[src/rtl/fmrv32im_axim_arb_pkg.sv]
// rtl/fmrv32im_axim_arb_pkg.sv - shared constants and FSM state type for the AXI master arbiter
package fmrv32im_axim_arb_pkg;

  localparam int NREQ  = 2;
  localparam int LEN_W = 16;

  typedef enum logic [1:0] {
    ST_IDLE      = 2'd0,
    ST_ISSUE     = 2'd1,
    ST_WAIT_LOW  = 2'd2,
    ST_WAIT_HIGH = 2'd3
  } arb_state_e;

endpackage

[src/rtl/fmrv32im_axim_arb_ch.sv]
// rtl/fmrv32im_axim_arb_ch.sv - one channel engine: two pending slots arbitrated onto a single master request
// FMRV32IM_AXIM_ARB_RR_EN selects round-robin pointer update; otherwise requester 0 has fixed priority.
module fmrv32im_axim_arb_ch
  import fmrv32im_axim_arb_pkg::*;
#(
  parameter bit WR_CH = 1'b0
) (
  input  logic                       clk,
  input  logic                       rst_n,
  input  logic [NREQ-1:0]            req_start,
  input  logic [NREQ-1:0][31:0]      req_addr,
  input  logic [NREQ-1:0][LEN_W-1:0] req_len,
  output logic [NREQ-1:0]            req_ready,
  input  logic [NREQ-1:0][31:0]      req_wdata,
  output logic [NREQ-1:0]            req_mem_we,
  output logic                       m_start,
  output logic [31:0]                m_addr,
  output logic [LEN_W-1:0]           m_len,
  input  logic                       m_ready,
  output logic [31:0]                m_wdata,
  input  logic                       m_mem_we
);

  arb_state_e                 state;
  logic [NREQ-1:0]            pending;
  logic                       grant;
  logic                       ptr;
  logic                       sel;
  logic [NREQ-1:0][31:0]      slot_addr;
  logic [NREQ-1:0][LEN_W-1:0] slot_len;

  // The pointer only matters when both slots contend.
  assign sel = (&pending) ? ptr : pending[1];

  always_ff @(posedge clk or negedge rst_n) begin
    if (!rst_n) begin
      state     <= ST_IDLE;
      pending   <= '0;
      grant     <= 1'b0;
      ptr       <= 1'b0;
      m_start   <= 1'b0;
      m_addr    <= '0;
      m_len     <= '0;
      slot_addr <= '0;
      slot_len  <= '0;
    end else begin
      m_start <= 1'b0;
      for (int i = 0; i < NREQ; i++) begin
        if (req_start[i] && !pending[i]) begin
          pending[i]   <= 1'b1;
          slot_addr[i] <= req_addr[i];
          slot_len[i]  <= req_len[i];
        end
      end
      case (state)
        ST_IDLE: begin
          if ((|pending) && m_ready) begin
            grant   <= sel;
            m_start <= 1'b1;
            m_addr  <= slot_addr[sel];
            m_len   <= slot_len[sel];
            state   <= ST_ISSUE;
          end
        end
        ST_ISSUE: state <= ST_WAIT_LOW;
        ST_WAIT_LOW: begin
          if (!m_ready) state <= ST_WAIT_HIGH;
        end
        ST_WAIT_HIGH: begin
          if (m_ready) begin
            pending[grant] <= 1'b0;
`ifdef FMRV32IM_AXIM_ARB_RR_EN
            ptr <= ~grant;
`else
            ptr <= 1'b0;
`endif
            state <= ST_IDLE;
          end
        end
        default: state <= ST_IDLE;
      endcase
    end
  end

  assign req_ready  = ~pending;
  // The disabled data path of each instance drives zero so the top can merge by OR.
  assign m_wdata    = WR_CH ? req_wdata[grant] : 32'd0;
  assign req_mem_we = {NREQ{!WR_CH && m_mem_we && (state != ST_IDLE)}} & {grant, ~grant};

endmodule

[src/rtl/fmrv32im_axim_arb.sv]
// rtl/fmrv32im_axim_arb.sv - arbitrates cache and auxiliary master onto one AXI4 master engine
// FMRV32IM_AXIM_ARB_RR_EN enables round-robin arbitration in both channel engines.
module fmrv32im_axim_arb
  import fmrv32im_axim_arb_pkg::*;
#(
  parameter int MEMA_W = 10
) (
  input  logic                       RST_N,
  input  logic                       CLK,

  input  logic [NREQ-1:0]            S_WR_REQ_START,
  input  logic [NREQ-1:0][31:0]      S_WR_REQ_ADDR,
  input  logic [NREQ-1:0][LEN_W-1:0] S_WR_REQ_LEN,
  output logic [NREQ-1:0]            S_WR_REQ_READY,
  output logic [MEMA_W-1:0]          S_WR_REQ_MEM_ADDR,
  input  logic [NREQ-1:0][31:0]      S_WR_REQ_MEM_WDATA,

  input  logic [NREQ-1:0]            S_RD_REQ_START,
  input  logic [NREQ-1:0][31:0]      S_RD_REQ_ADDR,
  input  logic [NREQ-1:0][LEN_W-1:0] S_RD_REQ_LEN,
  output logic [NREQ-1:0]            S_RD_REQ_READY,
  output logic [MEMA_W-1:0]          S_RD_REQ_MEM_ADDR,
  output logic [NREQ-1:0]            S_RD_REQ_MEM_WE,
  output logic [31:0]                S_RD_REQ_MEM_RDATA,

  output logic                       M_WR_REQ_START,
  output logic [31:0]                M_WR_REQ_ADDR,
  output logic [LEN_W-1:0]           M_WR_REQ_LEN,
  input  logic                       M_WR_REQ_READY,
  input  logic [MEMA_W-1:0]          M_WR_REQ_MEM_ADDR,
  output logic [31:0]                M_WR_REQ_MEM_WDATA,

  output logic                       M_RD_REQ_START,
  output logic [31:0]                M_RD_REQ_ADDR,
  output logic [LEN_W-1:0]           M_RD_REQ_LEN,
  input  logic                       M_RD_REQ_READY,
  input  logic [MEMA_W-1:0]          M_RD_REQ_MEM_ADDR,
  input  logic                       M_RD_REQ_MEM_WE,
  input  logic [31:0]                M_RD_REQ_MEM_RDATA
);

  logic [NREQ-1:0] wr_mem_we;
  logic [NREQ-1:0] rd_mem_we;
  logic [31:0]     wr_wdata;
  logic [31:0]     rd_wdata;

  fmrv32im_axim_arb_ch #(.WR_CH(1'b1)) u_wr (
    .clk        (CLK),
    .rst_n      (RST_N),
    .req_start  (S_WR_REQ_START),
    .req_addr   (S_WR_REQ_ADDR),
    .req_len    (S_WR_REQ_LEN),
    .req_ready  (S_WR_REQ_READY),
    .req_wdata  (S_WR_REQ_MEM_WDATA),
    .req_mem_we (wr_mem_we),
    .m_start    (M_WR_REQ_START),
    .m_addr     (M_WR_REQ_ADDR),
    .m_len      (M_WR_REQ_LEN),
    .m_ready    (M_WR_REQ_READY),
    .m_wdata    (wr_wdata),
    .m_mem_we   (1'b0)
  );

  fmrv32im_axim_arb_ch #(.WR_CH(1'b0)) u_rd (
    .clk        (CLK),
    .rst_n      (RST_N),
    .req_start  (S_RD_REQ_START),
    .req_addr   (S_RD_REQ_ADDR),
    .req_len    (S_RD_REQ_LEN),
    .req_ready  (S_RD_REQ_READY),
    .req_wdata  ('0),
    .req_mem_we (rd_mem_we),
    .m_start    (M_RD_REQ_START),
    .m_addr     (M_RD_REQ_ADDR),
    .m_len      (M_RD_REQ_LEN),
    .m_ready    (M_RD_REQ_READY),
    .m_wdata    (rd_wdata),
    .m_mem_we   (M_RD_REQ_MEM_WE)
  );

  assign S_RD_REQ_MEM_WE    = rd_mem_we | wr_mem_we;
  assign M_WR_REQ_MEM_WDATA = wr_wdata | rd_wdata;

  assign S_WR_REQ_MEM_ADDR  = M_WR_REQ_MEM_ADDR;
  assign S_RD_REQ_MEM_ADDR  = M_RD_REQ_MEM_ADDR;
  assign S_RD_REQ_MEM_RDATA = M_RD_REQ_MEM_RDATA;

endmodule

[config.mk]
export PLATFORM = sky130hd
export DESIGN_NAME = fmrv32im_axim_arb
export DESIGN_NICKNAME = d
export VERILOG_FILES = /design/src/rtl/fmrv32im_axim_arb_pkg.sv /design/src/rtl/fmrv32im_axim_arb_ch.sv /design/src/rtl/fmrv32im_axim_arb.sv
export SDC_FILE = /design/constraint.sdc
export NUM_CORES = 1
export LEC_CHECK = 0
export ABC_AREA = 1
export CELL_PAD_IN_SITES_DETAIL_PLACEMENT = 0
export CELL_PAD_IN_SITES_GLOBAL_PLACEMENT = 1
export CORE_ASPECT_RATIO = 0.6
export CORE_MARGIN = 2
export CORE_UTILIZATION = 32
export DETAILED_ROUTE_END_ITERATION = 16
export GPL_TIMING_DRIVEN = 0
export PLACE_DENSITY_LB_ADDON = 0.2
export SYNTH_ARGS = -nofsm -noshare
export SYNTH_HDL_FRONTEND = slang
export SYNTH_SLANG_ARGS = --single-unit
[constraint.sdc]
create_clock -name CLK -period 1.8 [get_ports CLK]
set_input_delay 0.45 -clock CLK [delete_from_list [all_inputs] [get_ports CLK]]
set_output_delay 0.45 -clock CLK [all_outputs]
set_load 0.02 [all_outputs]
; Yosys cells after proc, flatten, opt, wreduce, memory -nomap -nowiden
; Cells that the tools add are included.
[word_totals]
register_bits = 300
elab_cells = 106
[classes]
bitwise_logic = 8
mux = 36
n_lt_le_gt_ge = 6
n_eq_ne = 12
n_reduce_logical = 24
[op_table]
columns = operator, n
row1 = two-way mux 32 bit, 6
row2 = two-way mux 16 bit, 4
row3 = two-way mux 2 bit, 10
row4 = case mux 2 bit (4 select lines), 2
row5 = two-way mux 1 bit, 12
row6 = logical AND 1 bit, 9
row7 = "equality test 2 bit, second input constant", 4
row8 = "< comparator 1 x 2 -> 1 bit, second input constant", 4
row9 = "!= test 2 bit, second input constant", 4
row10 = NOT 2 bit, 4
row11 = AND reduction 2 bit, 4
row12 = AND 2 bit, 3
row13 = AND reduction 3 bit, 2
row14 = "equality test 2 x 1 -> 1 bit, second input constant", 2
row15 = logical NOT 1 bit, 4
row16 = logical NOT 2 bit, 2
row17 = "!= test 2 x 1 -> 1 bit, second input constant", 2
row18 = OR reduction 2 bit, 2
row19 = demux 1 bit (select 1 bit), 2
row20 = ">= comparator 1 bit, second input constant", 2
row21 = nonzero test 2 bit, 1
row22 = NOT 1 bit, 1

; Depth between registers and ports, before layout
[logic_depth]
word_depth = 8
depth_mapped = 9
depth_no_buf = 7

; By module
; A second synthesis with hierarchy kept.
[hier_totals]
cells_unflattened = 1835
hier_area_um2 = 14119.8
[modules_own_cells]
columns = module, seq_area_each_um2, area_each_um2, instances, cells_each
row1 = fmrv32im_axim_arb_ch (u_wr), 3753.6, 6751.5, 1, 876
row2 = fmrv32im_axim_arb_ch (u_rd), 3753.6, 6591.3, 1, 804
row3 = fmrv32im_axim_arb, 0.0, 777.0, 1, 155

; Worst setup path before layout
; OpenSTA, ideal clock, no wires.
[synth_timing]
path_type = reg2out
start = register u_rd.state[0]
end = output port S_RD_REQ_MEM_WE[0]
n_path_buf = 0
setup_slack_ns = 0.201
path_stages_with_launch = 4
arrival_ns = 1.149
t_required_ns = 1.350
path_cell_list = dfrtp_1 > inv_1 > ha_1 > nor3_1
[synth_between]
elab_chain_len = 3
[synth_lines]
columns = item, line
row1 = start: declaration, fmrv32im_axim_arb_ch.sv:24  ; arb_state_e state;
row2 = start signal: assignment, fmrv32im_axim_arb_ch.sv:37  ; state <= ST_IDLE;
row3 = start signal: assignment, fmrv32im_axim_arb_ch.sv:62  ; state <= ST_ISSUE;
row4 = start signal: assignment, fmrv32im_axim_arb_ch.sv:65  ; ST_ISSUE: state <= ST_WAIT_LOW;
row5 = nonzero test 2 bit, fmrv32im_axim_arb_ch.sv:88  ; assign req_mem_we = {NREQ{!WR_CH && m_mem_we && (state != ST_IDLE)}} & {grant, ~grant};
row6 = logical AND 1 bit, fmrv32im_axim_arb_ch.sv:88
row7 = AND 2 bit, fmrv32im_axim_arb_ch.sv:88
row8 = end: declaration, fmrv32im_axim_arb.sv:23  ; output logic [NREQ-1:0] S_RD_REQ_MEM_WE,
; No other way between the ends.

; Final worst setup path
[layout_timing]
start = register u_wr.grant
end = output port M_WR_REQ_MEM_WDATA[21]
[layout_between]
elab_chain_len = 2
[layout_lines]
columns = item, line
row1 = start: declaration, fmrv32im_axim_arb_ch.sv:26  ; logic grant;
row2 = start signal: assignment, fmrv32im_axim_arb_ch.sv:58  ; grant <= sel;
row3 = two-way mux 32 bit (not written as such) (2 in a row), fmrv32im_axim_arb_ch.sv:87  ; assign m_wdata = WR_CH ? req_wdata[grant] : 32'd0;
row4 = end: declaration, fmrv32im_axim_arb.sv:31  ; output logic [31:0] M_WR_REQ_MEM_WDATA,
; No other way between the ends. The select of a mux whose other input is x is not followed.

==> out/metrics.yaml <==
worstHoldPathType: "input pin to async pin"
route.detailed.drc: 0
root_buffer: "clkbuf_16"
path_common_cell: "buf_6"
rows: 58
vias_per_cell: 4.55
track_usage_pct: 21.7
required_ns: 1.35
worst-slew-pin-transition_ns: 0.671
die_w_um: 270
place_congestion: 0.812
syn_area_um2: 13500
p_sw_share_pct: 40.1
r2r_start: "u_rd.pending[1]"
grt_pass1_wl_mm: 74.3
path_cells: "buf_6 -> clkbuf_16 -> nand2_4 -> nand2_2 -> buf_6"
initial_utilization_pct: 32.4
vias: 12900
first_global_vias: 13000
outcome: "finished, violations left"
cp_num_buf_inv: 3
die_y_um: 163
synth_warnings: 0
fin_ws_ns: -0.310
comb_power_share_pct: 44.9
leakagePower_nw: 10.7
min_period_over_period_pct: 117
critPathCaptureType: "output port"
cts_buffers: 31
clk_latency_ns: 0.56
r2r_setup_slack_ns: 0.12
path_delay_family: "flip-flops"
fill_cells: 4164
ys_ff_latch: 300
r2r-end: "u_rd.slot_len[29]"
dieArea_um2: 44000
seq_area_um2: 7510
p_sw_mw: 12.9
yosys.cell_types.count: 20
post-place-ws_ns: -1.29
wl_per_cell_um: 17.2
drt-total-wl_mm: 48.5
clock-sinks: 300
grt_setup_unrepaired: "yes"
worstSetupPathType: "register to output port"
syn_area_per_cell_um2: 7.86
portBuffers: 449
setup_viol: 34
maxSlewHeadroom_pct: 55.3
first_pass_iters: 5
hpwl_mm: 36.1
power_mw: 32.2
syn_nets: 2046
clkTransAtPathRegs_ns: 0.06
internal_power_mw: 19.3
violations: "negative hold slack, negative setup slack"
cp-start-kind: "register"
clockPowerShare_pct: 19.6
multiInputGateArea_um2: 5120
synth_seq_area_share_pct: 55.5
globalRoute.totalOverflow: 0
power_density_nw_per_um2: 1580
r2r.worst_path.cells: 6
clk_path_buf_depth: 3
fin_setup_tns_ns: -9.15
grt_max_degree: 113
holdWs_ns: -0.157
fin_skew_ns: 0.00782
nets: 2556
final_util_pct: 48.7
cts_tree: "done"
drive_above_1_share_pct: 13.7
slew_violations: 0
timing.fmax_ghz: 0.474
antenna_found_initial: 6
ir_drop_mv: 0.792
maxCapViolCount: 0
max_stage_delay_ns: 0.49
syn_inst: 1723
area.growth.synth_to_final_pct: 50.5
worstPathArrival_ns: 1.66
power_frac_seq_pct: 35.5
slowest_stage: "dfrtp_2"
path_max_fanout: 5
cts.htree.levels: 1
ant_nets: 0
final_hold_viol_count: 80
core_um2: 41800
io-pin-count: 505
finalCriticalPeriod_ns: 2.11
drtIter0Drc: 835
-- state kept, by name, indices dropped and copies added (netlist names), 2 cells and up --
| signal | cells |
|---|---|
| u_wr.m_addr | 32 |
| u_rd.slot_len | 32 |
| u_rd.state | 2 |
| u_wr.state | 2 |
| u_rd.m_len | 16 |
| u_wr.slot_addr | 64 |
| u_wr.m_len | 16 |
| u_rd.slot_addr | 64 |
| u_rd.pending | 2 |
| u_rd.m_addr | 32 |
| u_wr.slot_len | 32 |
| u_wr.pending | 2 |
-- power by group through the flow --
stage                     clock network, mW  logic [mW]  registers [mW]
after floorplan                           0        6.68            12.4
after global placement                    0        13.6            11.5
after detailed placement                  0        13.8            11.5
after CTS                              6.47        14.2            11.4
after global routing                   6.74        16.2            11.8
final                                  6.32        14.5            11.4
-- how the worst max path moves through the flow --
stage | startpoint | to | slack [ns] | cells after the start
floorplan | u_rd.state[0] | S_RD_REQ_MEM_WE[0] | 0.20 | 3
global placement | RST_N | u_rd.m_len[11] | -13.53 | 1
detailed placement | u_wr.grant | M_WR_REQ_MEM_WDATA[24] | -1.29 | 6
CTS | u_wr.grant | M_WR_REQ_MEM_WDATA[16] | -0.34 | 5
global route | u_wr.grant | M_WR_REQ_MEM_WDATA[20] | -0.37 | 5
finish | u_wr.grant | M_WR_REQ_MEM_WDATA[21] | -0.31 | 5
-- per-layer routing --
metal,vias to the layer above,global-route usage [%],share of wire [%]
met5,-,0,0
met4,0,7.17,3.0
met3,70,3.78,4.7
met2,327,35.0,47
met1,6157,29.7,46
li1,6310,-,-
-- Yosys cell counts, drive strengths merged --
cell    instances  area share [%]
a21oi          53             2.0
a31oi           2           0.092
buf           107             5.0
clkbuf         48             1.3
clkinv          2           0.055
dfrtp         300              55
ha              6            0.55
inv            72             2.0
nand2         866              24
nand3         145             5.4
nor2           57             1.7
nor3            2           0.074
o21a            2            0.11
o21ai          59             2.2
or2             2           0.092
-- logic make-up after synthesis --
group | count (synthesis) | synth area share (%)
simple gates | 1072 | 31.2
flops | 300 | 55.5
buf+inv | 229 | 8.40
compound gates | 116 | 4.34
fa+ha+maj | 6 | 0.555
-- worst reg2reg max path, stage by stage, from the launching register on --
cell and delay [ns]:
dfrtp_1 0.41, inv_4 0.09, buf_4 0.16, nand2_1 0.34, buf_2 0.37, nor2_1 0.13
a21oi_1 0.05
-- cells in the final DEF, fill, tap and decap left out, types with 2 or more instances in the layout --
master	count
clkbuf_2	17
a21oi_1	53
clkbuf_1	37
or2_2	2
clkinv_2	3
clkbuf_8	5
buf_4	84
dfrtp_1	299
nand2_2	40
clkbuf_16	37
a31oi_1	2
nor2_1	55
o21ai_0	42
diode_2	7
nand3_1	145
nor2_4	2
o21ai_1	17
buf_2	39
buf_16	2
o21a_1	2
inv_2	6
nand2_1	812
dlygate4sd2_1	73
clkdlybuf4s50_1	312
bufinv_16	2
ha_1	5
buf_8	8
buf_6	38
nand2_4	14
clkdlybuf4s15_1	18
buf_1	3
inv_1	65
clkdlybuf4s15_2	3
-- area by class of cell --
cell class / count / area share [%]
diodes: 7 / 0.0860
plain buffers: 153 / 5.01
clock buffers: 45 / 4.31
clock inverters: 5 / 0.369
inverters: 74 / 1.41
multi-input cells: 1194 / 25.2
flip-flops and latches: 300 / 36.9
well taps: 570 / 3.50
repair buffers: 479 / 23.3
-- through the flow --
stage                     std cells  area, um^2
after floorplan                1723       13500
after global placement         2742       18700
after detailed placement       2744       18800
after CTS                      2812       20100
after global routing           2826       20400
final                          2827       20400
-- repair_timing --
| item | CTS | global route |
|---|---|---|
| endpoints found under the setup margin | 175 | 135 |
| gates cloned | 3 | 2 |
| pin swaps | 16 | 16 |
| gates resized for setup | 419 | 90 |
| buffers inserted | 16 | 7 |
| hold endpoints to repair | 80 | 80 |
Note: power is estimated with default switching activity, not from simulation.
